File: src/rtl/nibble_serial_adder.sv
// Multi-cycle DATA_W adder: one SLICE_W slice per clock, LSB first, behind a start/busy/done handshake.
// Latency N = DATA_W/SLICE_W cycles from accepted start to done; start while busy is ignored.
// Optional ovf output enabled by defining ADDER_OVF_EN.
module nibble_serial_adder #(
    parameter int DATA_W  = 16,
    parameter int SLICE_W = 4
) (
    input  logic              clk,
    input  logic              rst_n,
    input  logic              start,
    input  logic [DATA_W-1:0] a,
    input  logic [DATA_W-1:0] b,
    input  logic              cin,
    output logic              busy,
    output logic              done,
    output logic [DATA_W-1:0] sum,
    output logic              cout
`ifdef ADDER_OVF_EN
    ,
    output logic              ovf
`endif
);

    localparam int N     = DATA_W / SLICE_W;
    localparam int IDX_W = (N > 1) ? $clog2(N) : 1;

    typedef enum logic {
        IDLE,
        RUN
    } state_t;

    state_t              state_q, state_d;
    logic [DATA_W-1:0]   a_q, a_d;
    logic [DATA_W-1:0]   b_q, b_d;
    logic                carry_q, carry_d;
    logic [IDX_W-1:0]    idx_q, idx_d;
    logic [DATA_W-1:0]   acc_q, acc_d;
    logic [DATA_W-1:0]   sum_q, sum_d;
    logic                cout_q, cout_d;
    logic                done_q, done_d;
`ifdef ADDER_OVF_EN
    logic                ovf_q, ovf_d;
`endif

    logic [SLICE_W-1:0]  a_sl;
    logic [SLICE_W-1:0]  b_sl;
    logic [SLICE_W:0]    slice_res;
    int                  slice_ofs;

    always_comb begin
        state_d   = state_q;
        a_d       = a_q;
        b_d       = b_q;
        carry_d   = carry_q;
        idx_d     = idx_q;
        acc_d     = acc_q;
        sum_d     = sum_q;
        cout_d    = cout_q;
        done_d    = 1'b0;
`ifdef ADDER_OVF_EN
        ovf_d     = ovf_q;
`endif
        slice_ofs = int'(idx_q) * SLICE_W;
        a_sl      = a_q[slice_ofs +: SLICE_W];
        b_sl      = b_q[slice_ofs +: SLICE_W];
        slice_res = {1'b0, a_sl} + {1'b0, b_sl} + (SLICE_W+1)'(carry_q);

        case (state_q)
            IDLE: begin
                if (start) begin
                    a_d     = a;
                    b_d     = b;
                    carry_d = cin;
                    idx_d   = '0;
                    acc_d   = '0;
                    state_d = RUN;
                end
            end
            RUN: begin
                acc_d[slice_ofs +: SLICE_W] = slice_res[SLICE_W-1:0];
                carry_d = slice_res[SLICE_W];
                if (idx_q == IDX_W'(N-1)) begin
                    sum_d   = acc_d;
                    cout_d  = slice_res[SLICE_W];
                    done_d  = 1'b1;
                    idx_d   = '0;
                    state_d = IDLE;
`ifdef ADDER_OVF_EN
                    // Same-sign operands giving an opposite-sign result, i.e. carry into MSB != carry out.
                    ovf_d = (a_sl[SLICE_W-1] ~^ b_sl[SLICE_W-1])
                          & (slice_res[SLICE_W-1] ^ a_sl[SLICE_W-1]);
`endif
                end else begin
                    idx_d = idx_q + 1'b1;
                end
            end
            default: state_d = IDLE;
        endcase
    end

    always_ff @(posedge clk) begin
        if (!rst_n) begin
            state_q <= IDLE;
            a_q     <= '0;
            b_q     <= '0;
            carry_q <= 1'b0;
            idx_q   <= '0;
            acc_q   <= '0;
            sum_q   <= '0;
            cout_q  <= 1'b0;
            done_q  <= 1'b0;
`ifdef ADDER_OVF_EN
            ovf_q   <= 1'b0;
`endif
        end else begin
            state_q <= state_d;
            a_q     <= a_d;
            b_q     <= b_d;
            carry_q <= carry_d;
            idx_q   <= idx_d;
            acc_q   <= acc_d;
            sum_q   <= sum_d;
            cout_q  <= cout_d;
            done_q  <= done_d;
`ifdef ADDER_OVF_EN
            ovf_q   <= ovf_d;
`endif
        end
    end

    assign busy = (state_q == RUN);
    assign done = done_q;
    assign sum  = sum_q;
    assign cout = cout_q;
`ifdef ADDER_OVF_EN
    assign ovf  = ovf_q;
`endif

endmodule

File: config.mk
export PLATFORM = sky130hd
export DESIGN_NAME = nibble_serial_adder
export DESIGN_NICKNAME = d
export VERILOG_FILES = /design/src/rtl/nibble_serial_adder.sv
export SDC_FILE = /design/constraint.sdc
export NUM_CORES = 1
export LEC_CHECK = 0
export ABC_AREA = 1
export BUFFER_PORTS_ARGS = -buffer_cell sky130_fd_sc_hd__buf_2
export CAP_MARGIN = 20
export CORE_ASPECT_RATIO = 0.7
export CORE_UTILIZATION = 55
export DETAILED_ROUTE_END_ITERATION = 16
export GPL_ROUTABILITY_DRIVEN = 0
export PLACE_DENSITY = 0.79
export SLEW_MARGIN = 25
export SYNTH_ARGS = -nofsm -noshare
export SYNTH_HDL_FRONTEND = slang
export SYNTH_SLANG_ARGS = --single-unit
File: constraint.sdc
create_clock -name clk -period 7.9 [get_ports clk]
set_input_delay 1.185 -clock clk [delete_from_list [all_inputs] [get_ports clk]]
set_output_delay 1.185 -clock clk [all_outputs]
set_load 0.01 [all_outputs]
# After elaboration in Yosys (flattened, before gate mapping)
# Cells that the tools add are included.
dict set report totals {
  register_bits 70
  input_bits 36
  word_cells 35
}
dict set report classes {
  addsub 4
  n_eq_ne 2
  shift 4
  mux 12
  n_bitwise 1
  n_reduce_logical 3
}
# op n
set op_table {}
lappend op_table {{negation 4 -> 33 bit} 1}
lappend op_table {{variable shift 4 x 33 -> 16 bit, first input constant} 1}
lappend op_table {{indexed part select 4 x 33 -> 16 bit} 1}
lappend op_table {{case mux 16 bit (2 select lines)} 1}
lappend op_table {{indexed part select 16 x 5 -> 4 bit} 2}
lappend op_table {{bitwise mux 16 bit} 1}
lappend op_table {{two-way mux 16 bit} 1}
lappend op_table {{AND reduction 2 bit} 3}
lappend op_table {{adder 4 x 4 -> 5 bit} 1}
lappend op_table {{adder 5 x 1 -> 5 bit} 1}
lappend op_table {{two-way mux 1 bit} 4}
lappend op_table {{two-way mux 2 bit} 2}
lappend op_table {{case mux 1 bit (2 select lines)} 2}
lappend op_table {{case mux 2 bit (2 select lines)} 1}
lappend op_table {{adder 2 x 1 -> 2 bit, second input constant} 1}
lappend op_table {{equality test 2 bit, second input constant} 1}
lappend op_table {{!= test 2 bit, second input constant} 1}
lappend op_table {{inverter 1 bit} 1}

# Longest topological paths before layout
dict set report logic_depth {
  ltp_word 6
  ltp_mapped 14
}

# Least setup slack after synthesis
# OpenSTA, ideal clock, no wires.
dict set report synth_path {
  path_type {register to register}
  from {reg idx_q[0]}
  to {reg acc_q[2]}
  setup_ps 128
  t_arrival_ps 2499
  t_required_ps 7772
  slack_ps 5274
  path_stages_with_launch 14
  n_path_buf 2
  synth_period_minus_slack_ps 2626
  cell_sequence {dfxtp_1 inv_2 buf_2 buf_2 nor2_1 o22ai_1 fa_1 fa_1 or2_1 nand2_1 nor2_1 a21oi_1 a2bb2oi_1 nor2_1}
}
dict set report synth_between {
  elab_chain_cells 6
  elab_cells_between_ends 9
  cone_classes {add/sub: 3; shift: 4; mux: 2}
}
# element line_no
set synth_rtl {}
lappend synth_rtl {{start: declaration} 36} ;# logic [IDX_W-1:0] idx_q, idx_d;
lappend synth_rtl {{start signal: assignment} 120} ;# idx_q <= idx_d;
lappend synth_rtl {{indexed part select 16 x 5 -> 4 bit (on tied branches)} {64, 65}}
lappend synth_rtl {{adder 4 x 4 -> 5 bit} 66} ;# slice_res = {1'b0, a_sl} + {1'b0, b_sl} + (SLICE_W+1)'(carry_q);
lappend synth_rtl {{adder 5 x 1 -> 5 bit} 66}
lappend synth_rtl {{indexed part select 4 x 33 -> 16 bit} 80} ;# acc_d[slice_ofs +: SLICE_W] = slice_res[SLICE_W-1:0];
lappend synth_rtl {{bitwise mux 16 bit *} 80}
lappend synth_rtl {{case mux 16 bit (2 select lines) *} 68} ;# case (state_q)
lappend synth_rtl {{end signal: assignment} 108} ;# acc_q <= '0;
lappend synth_rtl {{end signal: assignment} 121} ;# acc_q <= acc_d;
lappend synth_rtl {{end: declaration} 37} ;# logic [DATA_W-1:0] acc_q, acc_d;
# Every way passes the cells marked *; elsewhere a longest branch is shown, timed or not.
# A chain may end at the register's enable or synchronous reset.

# Worst setup path in the final report
dict set report layout_path {
  from {reg idx_q[0]}
  to {reg acc_q[10]}
}
# The elaborated chain is that of the path after synthesis.

==> reports/metrics.csv <==
metric,value,unit
maximum net fanout on the critical path,25,
I/O Buffers,54,
final WL,7.25,mm
Worst EP arrival,3.69,ns
shortest period the worst path allows,3.47,ns
Max-slew headroom,44.6,%
CTS buffer count,9,
DRC,0,
Die ar.,5850,µm²
First-pass DRT Iterations,5,
vias in the first global route,2477,
clock net sink count,70,
first-pass GRT wire length,12.0,mm
period utilisation layout,43.9,%
Final HPWL DP,5.15,mm
DR vias/cell,5.41,
"Req. time, crit path",8.12,ns
"Hold-fix buffers, CTS",0,
via count,2856,
I/O pins,55,
FP Rows,22,
Root Driver,clkbuf_8,
die height,64.3,µm
Detail Route Antenna Nets,0,
filler instances,504,
TritonCTS clock tree,built,
Clock Skew,0.00837,ns
max cap viols,0,
"CTS clk-pin slew, worst paths",0.07,ns
"commonest non-fill, non-tap cells in the layout","96 x nor2_1, 70 x dfxtp_1, 60 x nand2_1, 54 x buf_2, 44 x o21ai_0",
Crit Path Class,flip-flop to flip-flop,
Total GRT Usage,26.6,%
placed cell count,512,
drt wl/cell,13.7,µm
Initial Utilization,57.7,%
fmax,288,MHz
area grow syn2layout,15.5,%
outcome,"complete, no violations",
"most common cell after layout, fill and taps aside",nor2_1,
Multi-input gate area,1480,µm²
DIE WIDTH,91.0,µm
final setup vio count,0,
Finished Layout Cells,528,
share of post-route cells with drive strength above 1,19.1,%
pin count of the biggest net entering global routing,53,
Power Total,0.781,mW
worst slew pin tran,0.830,ns
Peak VDD IR,0.124,mV
Seq. cell area,1400,µm²
pwr dens,222,nW/µm²
Synth Cell Area,3050,µm²
post-synthesis sequential area ratio,45.9,%
Seq cells post-synth,70,
syn_nets,454,
CP endpoint kind,flip-flop,
total congestion overflow,0,
Max Buffers Root-to-Sink,2,
Netlist cell types,28,
Worst setup SP type,flip-flop,
Slew Limit Fails,0,
kind of path behind the tightest hold check,flip-flop to flip-flop,
Post-CTS Resized,0,
Post-layout nets,498,
DRT iter0 DRCs,227,
"Avg Cell Area, Syn",7.49,µm²
Core ar.,5290,µm²
RSZ-0062 raised after global routing,no,
Post-CTS Setup Inserts,0,
Post-Syn Instances,407,
initial antenna violation count,0,
Clock Latency Late Sink,0.34,ns
Ant. Diodes,0,
htree depth,3,
Fin. Hold Viols,0,
Leak,1.56,nW
Setup TNS,0,ns
yosys warns,0,
[metrics by stage]
step | worst slack, ns | hold slack [ns] | cell area, µm² | util (%)
after floorplan | 5.27 | 0.445 | 3050 | -
after global placement | 4.78 | 0.453 | 3320 | 62.9
after detailed placement | 4.52 | 0.460 | 3320 | 62.9
after CTS | 4.52 | 0.472 | 3520 | 66.6
after global routing | 4.16 | 0.487 | 3520 | 66.6
final | 4.43 | 0.470 | 3520 | 66.6
[cells in the mapped netlist, drive strengths merged]
library cell,instances,area share (%)
a21oi,12,2.0
a22o,1,0.29
a22oi,6,1.5
a2bb2oi,5,1.4
a31oi,1,0.21
buf,14,2.3
clkbuf,9,1.1
dfxtp,70,46
fa,2,1.3
ha,9,3.7
inv,17,2.1
nand2,61,7.6
nand3,22,3.6
nand4,4,0.82
nor2,99,13
nor3,1,0.53
o211a,1,0.33
o21a,4,0.98
o21ai,59,9.7
o22ai,8,1.6
or2,2,0.41
[logic make-up after synthesis]
kind of cell	share of synthesized area, %
simple gates	25.6
compound gates	18.0
flops	45.9
buf+inv	5.50
fa+ha+maj	5.00
[routing by layer]
metal  up-vias  wire length (µm)  GRT usage (%)
met5         -                 0              0
met4         0                68           9.52
met3         9               591           7.62
met2       111              3010           38.2
met1      1302              3580           38.0
li1       1434                 -              -
[worst max-delay path, cell delays in order (launching register included)]
cell and delay [ns]:
dfxtp_1 0.87, inv_2 0.37, o21ai_0 0.33, o22ai_1 0.15, fa_1 0.46, fa_1 0.39
or2_1 0.22, nand2_1 0.10, nor2_1 0.07, a22oi_1 0.21, o21a_1 0.14, nor2_1 0.04
[state kept, by name, summed over array words and instances (netlist names)]
signal / cells
a_q: 16
acc_q: 16
b_q: 16
busy: 1
carry_q: 1
cout: 1
done: 1
idx_q: 2
sum: 16
[power breakdown]
group / internal (mW) / switching [mW]
Combinational: 0.0409 / 0.0691
Sequential: 0.368 / 0.0145
Clock: 0.154 / 0.134
[area by class of cell]
cell class              instances  share of cell area [%]
well taps                      72                    2.56
inverters                      17                    1.81
clock buffers                  11                    4.01
clock inverters                 5                    1.67
multi-input cells             297                    42.1
repair buffers                 56                    8.10
flip-flops and latches         70                    39.8
[path summary, 6_finish.rpt]
kind | startpoint | to | slack (ns) | depth (start not counted)
max | idx_q[0]$_SDFFE_PN0P_ | acc_q[10]$_SDFFE_PN0P_ | 4.43 | 11
min | sum[3]$_SDFFE_PN0P_ | sum[3]$_SDFFE_PN0P_ | 0.47 | 2
max reg2reg | idx_q[0]$_SDFFE_PN0P_ | acc_q[10]$_SDFFE_PN0P_ | 4.43 | 11
min reg2reg | sum[3]$_SDFFE_PN0P_ | sum[3]$_SDFFE_PN0P_ | 0.47 | 2
(Power assumes the default switching activity.)
